### src/rtl/audio_sample_fifo.sv
// Sample-rate FIFO between the microphone capture stage and the PWM stage.
// Samples are buffered, then popped at one sample per RATE_DIV clocks once half full.
module audio_sample_fifo #(
    parameter int DATA_W   = 8,
    parameter int DEPTH    = 16,
    parameter int RATE_DIV = 1024
) (
    input  logic                       clk,
    input  logic                       reset,
    input  logic [DATA_W-1:0]          din,
    input  logic                       din_valid,
    input  logic                       clear_flags,
    output logic [DATA_W-1:0]          dout,
    output logic                       dout_strobe,
    output logic [$clog2(DEPTH):0]     fill,
    output logic                       overflow,
    output logic                       underflow
);

    localparam int PTR_W  = $clog2(DEPTH);
    localparam int FILL_W = PTR_W + 1;
    localparam int CNT_W  = (RATE_DIV > 2) ? $clog2(RATE_DIV) : 1;
    localparam logic [DATA_W-1:0] MIDSCALE = {1'b1, {(DATA_W-1){1'b0}}};

    typedef enum logic {PREFILL, RUN} state_t;

    state_t              state_reg, state_next;
    logic [PTR_W-1:0]    wr_ptr_reg, rd_ptr_reg;
    logic [FILL_W-1:0]   fill_reg, fill_next;
    logic [CNT_W-1:0]    count_reg, count_next;
    logic [DATA_W-1:0]   dout_reg;
    logic                strobe_reg;
    logic                overflow_reg, overflow_next;
    logic                underflow_reg, underflow_next;

    logic [DATA_W-1:0]   mem [DEPTH];

    logic tick, full, empty, wr_en, pop_en, overflow_set, underflow_set;

    always_comb begin
        tick          = (count_reg == CNT_W'(RATE_DIV - 1));
        full          = (fill_reg == FILL_W'(DEPTH));
        empty         = (fill_reg == '0);
        // Full/empty are judged on the pre-edge fill, so a pop never frees room for a same-cycle write.
        wr_en         = din_valid && !full;
        pop_en        = (state_reg == RUN) && tick && !empty;
        overflow_set  = din_valid && full;
        underflow_set = (state_reg == RUN) && tick && empty;
    end

    always_comb begin
        state_next     = state_reg;
        fill_next      = fill_reg;
        count_next     = tick ? '0 : count_reg + 1'b1;
        overflow_next  = overflow_reg;
        underflow_next = underflow_reg;

        case (state_reg)
            PREFILL: if (fill_reg >= FILL_W'(DEPTH / 2)) state_next = RUN;
            RUN:     if (underflow_set) state_next = PREFILL;
            default: state_next = PREFILL;
        endcase

        case ({wr_en, pop_en})
            2'b10:   fill_next = fill_reg + 1'b1;
            2'b01:   fill_next = fill_reg - 1'b1;
            default: fill_next = fill_reg;
        endcase

        if (clear_flags) begin
            overflow_next  = 1'b0;
            underflow_next = 1'b0;
        end
        if (overflow_set)  overflow_next  = 1'b1;
        if (underflow_set) underflow_next = 1'b1;
    end

    always_ff @(posedge clk or posedge reset) begin
        if (reset) begin
            state_reg     <= PREFILL;
            wr_ptr_reg    <= '0;
            rd_ptr_reg    <= '0;
            fill_reg      <= '0;
            count_reg     <= '0;
            dout_reg      <= MIDSCALE;
            strobe_reg    <= 1'b0;
            overflow_reg  <= 1'b0;
            underflow_reg <= 1'b0;
        end else begin
            state_reg     <= state_next;
            fill_reg      <= fill_next;
            count_reg     <= count_next;
            strobe_reg    <= tick;
            overflow_reg  <= overflow_next;
            underflow_reg <= underflow_next;
            if (wr_en)
                wr_ptr_reg <= wr_ptr_reg + 1'b1;
            if (pop_en) begin
                rd_ptr_reg <= rd_ptr_reg + 1'b1;
                dout_reg   <= mem[rd_ptr_reg];
            end
        end
    end

    // Storage carries no reset so it can map onto block RAM.
    always_ff @(posedge clk) begin
        if (wr_en)
            mem[wr_ptr_reg] <= din;
    end

    assign dout        = dout_reg;
    assign dout_strobe = strobe_reg;
    assign fill        = fill_reg;
    assign overflow    = overflow_reg;
    assign underflow   = underflow_reg;

endmodule
### config.mk
export PLATFORM = sky130hd
export DESIGN_NAME = audio_sample_fifo
export DESIGN_NICKNAME = d
export VERILOG_FILES = /design/src/rtl/audio_sample_fifo.sv
export SDC_FILE = /design/constraint.sdc
export NUM_CORES = 1
export LEC_CHECK = 0
export ABC_AREA = 1
export BUFFER_PORTS_ARGS = -buffer_cell sky130_fd_sc_hd__buf_2
export CORE_ASPECT_RATIO = 1.5
export CORE_MARGIN = 2
export CORE_UTILIZATION = 25
export CTS_BUF_LIST = sky130_fd_sc_hd__clkbuf_4
export CTS_CLUSTER_SIZE = 8
export DETAILED_ROUTE_END_ITERATION = 10
export PLACE_DENSITY_LB_ADDON = 0.3
export SETUP_SLACK_MARGIN = 0.3
export SYNTH_ARGS = -nofsm -noshare
export SYNTH_HDL_FRONTEND = slang
export SYNTH_SLANG_ARGS = --single-unit
### constraint.sdc
create_clock -name clk -period 2.3 [get_ports clk]
set_input_delay 0 -clock clk [delete_from_list [all_inputs] [get_ports clk]]
set_output_delay 0 -clock clk [all_outputs]
set_load 0.02 [all_outputs]
# Yosys cells after proc, flatten, opt, wreduce, memory -nomap -nowiden
# Memories as Yosys holds them, arrays and structs flattened. A register that Yosys moved wholly into a read port is not among the register bits.
# Cells that the tools add are included.
# op_classes
n_reduce_logical	11
add_sub_neg	5
bitwise_logic	1
n_mux	10
magnitude_cmp	1
n_eq_ne	4
# op_table
operator	n
$add A10 B1 Y10 const B	1
$eq A10 B10 Y1 const B	1
$mux W10	1
$pmux W5 S2	1
$add A4 B1 Y4 const B	2
$mux W1	7
$reduce_bool A2 Y1	3
$add A5 B1 Y5 const B	1
$eq A5 B5 Y1 const B	1
$ge A5 B4 Y1 const B	1
$logic_and A1 B1 Y1	5
$logic_not A5 Y1	1
$sub A5 B1 Y5 const B	1
$eq A2 B1 Y1 const B	1
$eq A2 B2 Y1 const B	1
$logic_not A1 Y1	2
$pmux W1 S2	1
$not A1 Y1	1
# totals
elab_cells	41
out_inout_bits	16
ff_bits	27
ramBits	128
memories	1
# memory_table
memory	words	width	read_ports	rd_ports_with_merged_regs	wr	line	text
mem	16	8	1	1	1	36	logic [DATA_W-1:0] mem [DEPTH];

# Longest topological paths before layout
# depth
word_depth	5
depth_mapped	16
ltp_nobuf	15

# Worst setup path after synthesis
# Ideal clock, no wire load.
# synth_path
kind	register -> register
start	register count_reg[0]
end	register fill_reg[4] (netlist: fill[4])
setup_ps	66
period_less_slack_ps	2408
stages_incl_launch_ff	17
slack_ps	-108
arrival_time_ps	2342
t_required_ps	2234
cell_sequence	dfrtp_1 ha_1 nand3_2 nor2_4 nand4_4 nor3_4 buf_6 ha_1 xor2_1 ha_1 inv_1 nand2_1 nand3_1 nand2_1 xor2_1 nand2_1 nand2_1
# synth_between
elab_chain_len	5
word_cells_on_any_way	7
cone_classes	eq/ne: 3; mux: 1; reduce/logical: 3
# synth_lines
element	line	text
start: declaration	30	logic [CNT_W-1:0] count_reg, count_next;
start signal: assignment	92	count_reg <= count_next;
$eq A10 B10 Y1 (*)	41	tick = (count_reg == CNT_W'(RATE_DIV - 1));
$logic_and A1 B1 Y1 (*) (2 in a row)	46	pop_en = (state_reg == RUN) && tick && !empty;
named net pop_en	38	logic tick, full, empty, wr_en, pop_en, overflow_set, underflow_set;
$eq A2 B1 Y1 / $eq A2 B2 Y1 (equally long branches)	64	case ({wr_en, pop_en})
$pmux W5 S2 / $reduce_bool A2 Y1 (equally long branches)	--	
end signal: assignment	91	fill_reg <= fill_next;
end: declaration	29	logic [FILL_W-1:0] fill_reg, fill_next;
# Mark *: on every way through the listed nets, which the timed path passes. The rest lies on a longest branch.
# A chain may end at the register's enable or synchronous reset.

# Worst setup path in the final report
# layout_path
start	register count_reg[0]
end	register fill_reg[3] (netlist: fill[3])
# layout_between
elab_chain_len	5
word_cells_on_any_way	7
cone_classes	eq/ne: 3; mux: 1; reduce/logical: 3
# layout_lines
element	line
$eq A10 B10 Y1 (*)	41
$logic_and A1 B1 Y1 (*) (2 in a row)	46
$eq A2 B1 Y1 / $eq A2 B2 Y1 (equally long branches)	64
$pmux W5 S2 / $reduce_bool A2 Y1 (equally long branches)	--
# Every way passes the cells marked *; elsewhere a longest branch is shown, timed or not.

==> summary.txt <==
Outcome
  • Run status: complete, no violations

Worst setup path
  • FF-to-FF Start: count_reg[0]$_DFF_PP0_
  • Register-to-register setup slack: 0.09 ns
  • Kind of start point of the critical path: register
  • Critical path required time: 2.75 ns
  • Depth of the worst register-to-register path: 16
  • Endpoint of the most critical register-to-register path: fill[3]$_DFFE_PP0P_
  • Category of the most critical setup path: reg -> reg
  • Endpoint class of the critical path: register
  • Buf+Inv Stages, Crit Path: 4
  • Depth of the critical timing path with buffers and inverters included: 16
  • Critical Path, Cell by Cell: ha_4, nand3_4, nor2_4, nand4_4, nor3_4, ha_4, buf_4, buf_6, buf_6, inv_2, nand2_2, nand2_4, a21boi_2, nand3_1, nand3_1, nand2_1
  • Worst EP arrival: 2.66 ns
  • CP Launch Point: count_reg[0]$_DFF_PP0_
  • Maximum single-stage delay on the critical path: 0.42 ns
  • Crit-path max FO: 5
  • CP delay by family, top: simple AND/OR/NAND/NOR gates
  • Slowest CP cell: sky130_fd_sc_hd__dfrtp_1
  • Critical Path Sink: fill[3]$_DFFE_PP0P_

CTS
  • Worst-path clk slew: 0.14 ns
  • Worst-Skew Late Latency: 0.55 ns
  • TritonCTS Sinks: 163
  • Worst-case clock buffer depth: 2
  • Cell at the root of the clock tree: sky130_fd_sc_hd__clkbuf_4
  • Clock buffer count from CTS: 17
  • Clock tree from TritonCTS: done
  • CTS H-tree depth: 4

Logic synthesis
  • Synthesized instance count: 737
  • Most instantiated library cell after synthesis: sky130_fd_sc_hd__nand2_1
  • Top-area cell type share of the netlist area: between 50% and 60%
  • Distinct cell type count after synthesis: 29
  • Count of yosys warnings during synthesis: 0
  • Area leader, netlist: sky130_fd_sc_hd__edfxtp_1
  • Number of enable flip-flop cells after synthesis: 128
  • Syn Std Cell Area: 7310 um2
  • Ys async rst share: 21.5%
  • Post-synthesis sequential element count: 163
  • Number of nets produced by synthesis: about 760
  • Average cell area after synthesis: 9.91 um2
  • Commonest cells in the synthesized netlist: 237 x sky130_fd_sc_hd__nand2_1, 128 x sky130_fd_sc_hd__edfxtp_1, 128 x sky130_fd_sc_hd__inv_1, 106 x sky130_fd_sc_hd__nand3_1, 34 x sky130_fd_sc_hd__dfrtp_1
  • Sequential fraction of the synthesis area: 64.6%
  • Post-synth top flop: sky130_fd_sc_hd__edfxtp_1
  • Dominant cells by area after synthesis: sky130_fd_sc_hd__edfxtp_1 53%, sky130_fd_sc_hd__nand2_1 12%, sky130_fd_sc_hd__dfrtp_1 12%

Route
  • Number of nets with antenna violations after routing: 0
  • Vias per Instance: 4.03
  • Total length of routed wires: 17.1 mm
  • Number of detailed-routing iterations run before antenna repair: 4
  • Number of DRC violations after detailed routing: 0
  • DRC marker count from the first detailed-route iteration: 312
  • Vias after detailed routing: approximately 4900
  • Mean routed wirelength per cell: 14.1 um

Placement
  • Detailed placer's ending HPWL: 11.2 mm
  • Count of input and output buffers: 27
  • Final RePlAce weighted congestion: around 0.77

Pwr
  • Switching share of power: 27.3%
  • Worst-case vdd ir drop: 0.434 mV
  • Relative contribution of the clock network to total power: 29.2%
  • Comb pwr share: 15.7%
  • Sw power: between 1.5 and 2 mW
  • Power share of the sequential group: 55.0%
  • Pwr/cell area: 754 nW/um2
  • Total internal power: 4.74 mW
  • Leakage power: 3.89 nW

Global route
  • Global-route wire length before repair: 27.0 mm
  • Global-route usage over all layers: 11.7%
  • Number of antenna violations at the first check in global routing: 1
  • Overflow left after global routing: 0
  • Largest net degree at the start of global routing: 49
  • Number of global-route vias before repair: 4784

Floorplan
  • Std-Cell Rows: 76
  • Vertical die dimension: between 200 and 250 um
  • Floorplan die width: 144 um
  • Core Area: ~29000 um2
  • Area enclosed by the die boundary: about 31000 um2
  • Starting utilization of the core area: approximately a quarter
  • Io pins: 28

Timing
  • RSZ-0062 raised after global routing: yes
  • Hold WS: 0.0943 ns
  • Setup skew after layout: between 0.02 and 0.025 ns
  • FMAX: between 400 and 500 MHz
  • Final setup fails: 0
  • Post-route fraction of the period consumed by the critical path: 96.0%
  • Count of final hold-check violations: 0
  • Worst relative slew slack: approximately 59%
  • Number of max-slew violations in the final report: 0
  • Transition time of the tightest slew-check pin: 0.610 ns
  • Post-route minimum period: between 2 and 2.5 ns

Cells and area
  • Signed area change from the synthesized netlist to the final layout: 18.2%
  • Layout cell share with drive strength beyond 1: 15.0%
  • Final net count: 830
  • Final Core Density: 30.1%
  • Max FFs per register: roughly 130

Job
  • Max-capacitance violation count: 0

Min path
  • Min-delay worst type: in -> async
area by class of cell:
| class | count | area [um2] |
|---|---|---|
| antenna | 1 | 2.50 |
| clock buffer | 22 | 165 |
| clock inverter | 10 | 158 |
| fill | 3073 | 20100 |
| inverter | 130 | 488 |
| multi-input combinational | 416 | 2020 |
| sequential | 163 | 4720 |
| tap | 390 | 488 |
| timing repair buffer | 80 | 593 |
stage by stage:
step / std cells / cell area (um2) / TNS (ns) / total power [mW] / worst slack, ns
floorplan: 737 / 7340 / -0.0635 / 4.23 / -0.0635
global placement: 1163 / 8130 / -0.00269 / 4.63 / -0.00269
detailed placement: 1163 / 8130 / -0.00750 / 4.63 / -0.00750
CTS: 1210 / 8610 / 0 / 6.59 / 0.0810
global route: 1212 / 8640 / -0.153 / 6.83 / -0.104
finish: 1212 / 8640 / 0 / 6.51 / 0.0914
worst min-delay path by stage:
stage	depth (start not counted)	slack, ns	from	endpoint
after global placement	3	0.15	reset	count_reg[2]$_DFF_PP0_
after global routing	4	0.11	reset	count_reg[2]$_DFF_PP0_
after detailed placement	3	0.14	reset	count_reg[2]$_DFF_PP0_
final	4	0.09	reset	count_reg[2]$_DFF_PP0_
after CTS	4	0.07	reset	count_reg[2]$_DFF_PP0_
after floorplan	0	0.1	din[0]	mem[0][0]$_DFFE_PP_
layer usage:
layer	vias to the layer above	GRT usage, %	part of all wire, %
met5	-	0	0
met3	5	2.01	3.1
met1	2313	14.3	43
met4	0	3.55	0.98
li1	2493	-	-
met2	79	21.1	53
power groups by stage:
stage | logic, mW | registers [mW] | clock network [mW]
after global routing | 1.15 | 3.61 | 2.06
after detailed placement | 0.982 | 3.65 | 0
final | 1.02 | 3.59 | 1.90
after floorplan | 0.529 | 3.70 | 0
after global placement | 0.981 | 3.65 | 0
after CTS | 1.04 | 3.59 | 1.96
cell families after synthesis:
kind of cell,Yosys count,synth area share (%)
fa+ha+maj,10,1.71
flops,163,64.6
simple gates,379,22.4
compound gates,13,0.959
buf+inv,158,8.63
xor+xnor,14,1.68
cells in the final DEF, fill, tap and decap left out, drive strengths merged:
master	instances
nand2	240
inv	131
edfxtp	128
nand3	107
buf	69
dfrtp	34
clkbuf	22
nor3	16
xor2	13
nor2	13
dlygate4sd3	11
ha	10
o21ai	7
clkinv	5
a21oi	4
bufinv	4
nand4	2
diode	1
or2	1
o21bai	1
xnor2	1
a21boi	1
dfstp	1
repair_timing:
item,CTS,global route
hold endpoints to repair,168,0
pin swaps,12,5
endpoints found under the setup margin,13,5
gates cloned,0,0
hold buffers,11,0
setup buffers,4,1
gates resized for setup,8,5
tightest hold or removal path, cell delays in order:
cell and delay [ns]:
sky130_fd_sc_hd__dlygate4sd3_1 0.53, sky130_fd_sc_hd__buf_2 0.12, sky130_fd_sc_hd__inv_1 0.04, sky130_fd_sc_hd__buf_4 0.39
No activity file was read; power rests on OpenSTA's default activity.
